**config.mk**
```make
export PLATFORM = sky130hd
export DESIGN_NAME = serial_adder_flat
export DESIGN_NICKNAME = d
export VERILOG_FILES = /design/src/rtl/serial_adder_if.sv /design/src/rtl/serial_adder.sv /design/src/flat_wrapper.sv
export SDC_FILE = /design/constraint.sdc
export NUM_CORES = 1
export LEC_CHECK = 0
export CELL_PAD_IN_SITES_DETAIL_PLACEMENT = 1
export CELL_PAD_IN_SITES_GLOBAL_PLACEMENT = 1
export CORE_ASPECT_RATIO = 0.6
export CORE_UTILIZATION = 41
export CTS_CLUSTER_DIAMETER = 50
export DETAILED_ROUTE_END_ITERATION = 8
export MAX_ROUTING_LAYER = met4
export PLACE_DENSITY_LB_ADDON = 0.1
export SETUP_SLACK_MARGIN = 0.02
export SLEW_MARGIN = 15
export SYNTH_ARGS = -nofsm -noshare
export SYNTH_HDL_FRONTEND = slang
export SYNTH_SLANG_ARGS = --single-unit
```
**constraint.sdc**
```tcl
create_clock -name clk -period 2.95 [get_ports clk]
set_clock_uncertainty 0.1 [all_clocks]
set_input_delay 0.295 -clock clk [delete_from_list [all_inputs] [get_ports clk]]
set_output_delay 0.295 -clock clk [all_outputs]
set_load 0.03 [all_outputs]
```
**src/rtl/serial_adder_if.sv**
```systemverilog
// Operand/result bundle for the bit-serial adder/subtractor.
// The master side issues start with operands; the slave side reports status and results.
interface serial_adder_if #(
    parameter int WIDTH = 8
);
    logic             start;
    logic [WIDTH-1:0] a;
    logic [WIDTH-1:0] b;
    logic             sub;
    logic             busy;
    logic             done;
    logic [WIDTH-1:0] sum;
    logic             carry_out;
    logic             overflow;

    modport master (
        output start, a, b, sub,
        input  busy, done, sum, carry_out, overflow
    );

    modport slave (
        input  start, a, b, sub,
        output busy, done, sum, carry_out, overflow
    );
endinterface

```
**src/rtl/serial_adder.sv**
```systemverilog
// Bit-serial adder/subtractor: one full-add step per clock, LSB first.
// Subtraction is A + ~B + 1, so the carry register starts at 1 in subtract
// mode and carry_out means "no borrow". Results update only on the edge that
// finishes the last bit, or on reset.
module serial_adder #(
    parameter int WIDTH = 8
) (
    input  logic              clk,
    input  logic              rst,
    serial_adder_if.slave     bus
);
    localparam int CW = (WIDTH > 1) ? $clog2(WIDTH) : 1;

    typedef enum logic [1:0] {
        IDLE = 2'd0,
        RUN  = 2'd1,
        DONE = 2'd2
    } state_t;

    state_t           state_r;
    state_t           state_nxt_s;

    logic [WIDTH-1:0] sa_r;
    logic [WIDTH-1:0] sb_r;
    logic [WIDTH-1:0] res_r;
    logic             c_r;
    logic             cin_msb_r;
    logic [CW-1:0]    cnt_r;

    logic             busy_r;
    logic             done_r;
    logic [WIDTH-1:0] sum_r;
    logic             carry_out_r;
    logic             overflow_r;

    logic             bit_s;
    logic             carry_nxt_s;
    logic             last_bit_s;
    logic [WIDTH-1:0] res_nxt_s;

    // Carry of a full adder: high when at least two inputs are high.
    function automatic logic majority(input logic x, input logic y, input logic z);
        return (x & y) | (x & z) | (y & z);
    endfunction

    assign bit_s       = sa_r[0] ^ sb_r[0] ^ c_r;
    assign carry_nxt_s = majority(sa_r[0], sb_r[0], c_r);
    assign last_bit_s  = (cnt_r == CW'(WIDTH - 1));
    assign res_nxt_s   = {bit_s, res_r[WIDTH-1:1]};

    // Next-state decode for the IDLE -> RUN -> DONE -> IDLE sequence.
    always_comb begin
        state_nxt_s = state_r;
        case (state_r)
            IDLE: begin
                if (bus.start) begin
                    state_nxt_s = RUN;
                end else begin
                    state_nxt_s = IDLE;
                end
            end
            RUN: begin
                if (last_bit_s) begin
                    state_nxt_s = DONE;
                end else begin
                    state_nxt_s = RUN;
                end
            end
            DONE:    state_nxt_s = IDLE;
            default: state_nxt_s = IDLE;
        endcase
    end

    // State register with registered busy/done flags decoded from the next state.
    always_ff @(posedge clk) begin
        if (rst) begin
            state_r <= IDLE;
            busy_r  <= 1'b0;
            done_r  <= 1'b0;
        end else begin
            state_r <= state_nxt_s;
            busy_r  <= (state_nxt_s == RUN);
            done_r  <= (state_nxt_s == DONE);
        end
    end

    // Operand capture, serial add steps, and result commit on the final bit.
    always_ff @(posedge clk) begin
        if (rst) begin
            sa_r        <= '0;
            sb_r        <= '0;
            res_r       <= '0;
            c_r         <= 1'b0;
            cin_msb_r   <= 1'b0;
            cnt_r       <= '0;
            sum_r       <= '0;
            carry_out_r <= 1'b0;
            overflow_r  <= 1'b0;
        end else begin
            case (state_r)
                IDLE: begin
                    if (bus.start) begin
                        sa_r  <= bus.a;
                        sb_r  <= bus.sub ? ~bus.b : bus.b;
                        c_r   <= bus.sub;
                        cnt_r <= '0;
                    end
                end
                RUN: begin
                    sa_r  <= {1'b0, sa_r[WIDTH-1:1]};
                    sb_r  <= {1'b0, sb_r[WIDTH-1:1]};
                    c_r   <= carry_nxt_s;
                    res_r <= res_nxt_s;
                    cnt_r <= cnt_r + CW'(1);
                    if (last_bit_s) begin
                        cin_msb_r   <= c_r;
                        sum_r       <= res_nxt_s;
                        carry_out_r <= carry_nxt_s;
                        overflow_r  <= c_r ^ carry_nxt_s;
                    end
                end
                default: begin
                    cnt_r <= cnt_r;
                end
            endcase
        end
    end

    assign bus.busy      = busy_r;
    assign bus.done      = done_r;
    assign bus.sum       = sum_r;
    assign bus.carry_out = carry_out_r;
    assign bus.overflow  = overflow_r;
endmodule

```
**src/flat_wrapper.sv**
```systemverilog
// flat-port wrapper written by rule: the top's interface ports become plain ports
module serial_adder_flat 
#(
    parameter int WIDTH = 8
)
  (clk, rst, bus_start, bus_a, bus_b, bus_sub, bus_busy, bus_done, bus_sum, bus_carry_out, bus_overflow);
  serial_adder_if #(.WIDTH(WIDTH)) bus_i ();
  input  logic clk;
  input  logic rst;
  input wire logic [$bits(bus_i.start)-1:0] bus_start;
  input wire logic [$bits(bus_i.a)-1:0] bus_a;
  input wire logic [$bits(bus_i.b)-1:0] bus_b;
  input wire logic [$bits(bus_i.sub)-1:0] bus_sub;
  output wire logic [$bits(bus_i.busy)-1:0] bus_busy;
  output wire logic [$bits(bus_i.done)-1:0] bus_done;
  output wire logic [$bits(bus_i.sum)-1:0] bus_sum;
  output wire logic [$bits(bus_i.carry_out)-1:0] bus_carry_out;
  output wire logic [$bits(bus_i.overflow)-1:0] bus_overflow;
  assign bus_i.start = bus_start;
  assign bus_i.a = bus_a;
  assign bus_i.b = bus_b;
  assign bus_i.sub = bus_sub;
  assign bus_busy = bus_i.busy;
  assign bus_done = bus_i.done;
  assign bus_sum = bus_i.sum;
  assign bus_carry_out = bus_i.carry_out;
  assign bus_overflow = bus_i.overflow;
  serial_adder #(.WIDTH(WIDTH)) u_core (.clk(clk), .rst(rst), .bus(bus_i));
endmodule
```
==> impl_results.md <==
* Status: completed
* H-tree depth at 2
* Worst Setup Path Type: register to register
* First-pass GRT wire length at 7.07 mm
* Die Width at 85.6 µm
* Post-Syn Nets at 218
* RSZ-0062 raised after global routing: no
* Syn Area/Cell at 8.81 µm²
* Clk sinks at 41
* Detail Placement HPWL at 2.85 mm
* Chip Height at 52.1 µm
* Simple-gate area share of the yosys netlist at 22.3%
* Switching share of total power at 23.7%
* Pint at 0.891 mW
* Slowest-stage cell, CP: dfxtp_1
* Final #Nets at 242
* Pwr/cell area at 552 nW/µm²
* # placed instances at 259
* Critical path, cell by cell: nor2b_1 -> buf_4 -> a22oi_1 -> o22ai_1
* Post-synthesis compound-gate area fraction at 17.6%
* Vias per cell at 5.49
* Worst-path fanout max at 25
* IO Count at 32
* Clk_lat worst skew at 0.29 ns
* Crit path time final at 1.97 ns
* Max_slew headroom at 43.3%
* Leakage at 0.745 nW
* Worst path top cell family by delay: flip-flops
* Setup Buffers After CTS at 0
* Largest cells by area after synthesis: dfxtp_1 48%, a21oi_1 7.0%, nand2_1 7.0%
* Initial Utilization at 44.9%
* Average wire per cell in the routed design at 16.1 µm
* CTS tree: built
* Commonest cells after routing, fill and taps aside: 41 x dfxtp_1, 32 x nand2_1, 31 x clkdlybuf4s50_1, 24 x a21oi_1, 16 x nor2_1
* Final Slew Violations at 0
* Cell taking the most area after synthesis: dfxtp_1
* DR vias at 1461
* Fin crit share at 66.8%
* Largest family of logic cells by synthesized area: simple AND/OR/NAND/NOR gates
* CTS Buf Count at 5
* Number of global-route vias before repair at 1479
* Share of layout cells above drive strength 1 at 5.94%
* NetSw at 0.277 mW
* Fin cells at 266
* Post-synthesis register bit count at 41
* Remaining Overflow, GRT at 0
* Crit path DAT at 2.09 ns
* Setup tns final at 0 ns
* CP bufs+invs at 1
* Area grow syn2layout at 23.3%
* Post-Synth XOR/XNOR Area at 4.59%
* Sequential power share at 51.2%
* # port buffers at 31
* CTS Hold Bufs at 0
* Final hold violation count at 0
* Power share of the combinational group at 11.3%
* DIE AREA at 4460 µm²
* Core ar. at 3830 µm²
* GPL Wtd Cong at 0.776
* Site row count at 17
* Unique cell type count in the Yosys netlist at 27
* Synth warn at 0
* Remaining DRCs at 0
* Antenna diodes at 0
* Root buf cell: clkbuf_8
* Final Power at 1.17 mW
* Post-synthesis sequential area ratio at 47.8%
* Max Cap Violations at 0
* Clock-pin slew on the worst setup and hold paths at 0.08 ns
* Clk pwr share at 37.4%
* Routed WL at 4.29 mm
* DR pass1 iterations at 6
* Pin count of the biggest net entering global routing at 43
* Gate Count Post-Synth at 195
* 1st-iter DRT viols at 27
* Setup violators final at 0
* Remaining antenna violation count at 0
* Initial antenna violation count at 0
* WP data required at 3.07 ns
* Fmax at 507 MHz
* Post-cts resize count at 0
* Total track usage at 22.0%
* CTS Buffer Depth at 2
* CP Capture Type: register
* Netlist Area Pre-Place at 1720 µm²
* Top cell type's share of synthesized area at 47.8%
* Max stage delay on crit path at 0.88 ns
* Hold Path Class: register to register
* CP startpoint kind: register
* VDD IR max at 0.000222 V
* Tightest Pin Transition at 0.849 ns
* Most common cell after layout, fill and taps aside: dfxtp_1
* Mux cell area share after synthesis at 0%
* Adder-cell share of the synthesized area at 2.62%
==> cell usage after synthesis <==
cell and n:
a211oi_1 3, a211oi_2 1, a21oi_1 24, a22oi_1 11
and3b_1 1, buf_1 1, buf_2 7, buf_4 3
buf_6 1, clkbuf_1 4, dfxtp_1 41, fa_1 1
ha_1 2, nand2_1 32, nand2b_1 10, nand3b_1 1
nor2_1 16, nor2b_1 1, nor3_1 8, nor3b_1 1
o21ba_2 1, o21bai_2 1, o22ai_1 7, or3b_1 7
or3b_2 1, xnor2_1 8, xor2_1 1
==> sequential cells by signal, indices dropped and copies added, names as in the netlist <==
register and count:
u_core.bus.sum 8, u_core.sa_r 8, u_core.sb_r 8, u_core.res_r 7, u_core.cnt_r 3, u_core.state_r 2, u_core.bus.busy 1, u_core.bus.carry_out 1
u_core.bus.done 1, u_core.bus.overflow 1, u_core.c_r 1
==> stage by stage <==
| step | utilization [%] | area, µm² | setup WS, ns | hold WS, ns |
|---|---|---|---|---|
| 5_1_grt | 55.3 | 2120 | 0.815 | 0.383 |
| 2_1_floorplan | - | 1720 | 1.56 | 0.332 |
| 4_1_cts | 55.3 | 2120 | 0.988 | 0.363 |
| 6_report | 55.3 | 2120 | 0.979 | 0.359 |
| 3_5_place_dp | 52.6 | 2010 | 0.936 | 0.352 |
| 3_3_place_gp | 52.6 | 2010 | 1.00 | 0.342 |
==> cells by family after synthesis <==
kind of cell,Yosys count
XOR/XNOR,9
adder cells (fa/ha/maj),3
AO/OA/AOI/OAI,48
AND/OR/NAND/NOR,78
buffers and inverters,16
flip-flops,41
==> power by group through the flow <==
stage	Sequential (mW)	Clock (mW)	Combinational, mW
6_report	0.599	0.437	0.133
4_1_cts	0.598	0.447	0.134
3_3_place_gp	0.609	0	0.125
3_5_place_dp	0.611	0	0.131
2_1_floorplan	0.604	0	0.0910
5_1_grt	0.602	0.467	0.148
==> worst min-delay path, cell delays in order (launching register included) <==
cell     delay, ns
dfxtp_1       0.31
nand2_1       0.05
a21oi_1       0.05
==> final timing paths <==
kind | start | cells past startpoint | slack (ns) | endpoint
setup / recovery | u_core.state_r[0] | 4 | 0.98 | u_core.sb_r[5]
hold / removal | u_core.bus.sum[3] | 2 | 0.36 | u_core.bus.sum[3]
setup reg to reg | u_core.state_r[0] | 4 | 0.98 | u_core.sb_r[5]
hold reg to reg | u_core.bus.sum[3] | 2 | 0.36 | u_core.bus.sum[3]
==> routing by layer <==
layer | routed length [µm] | global-route usage, %
met2 | 1950 | 35.9
met5 | 0 | -
met1 | 2160 | 27.6
met4 | 34 | 5.83
met3 | 148 | 5.56
==> layout make-up <==
type | instances | area (µm²)
sequential | 41 | 821
multi-input combinational | 138 | 810
timing repair buffer | 33 | 325
tap | 47 | 58.8
clock buffer | 5 | 68.8
clock inverter | 2 | 35.0
fill | 449 | 1710
Power figures use the tool's default switching activity.
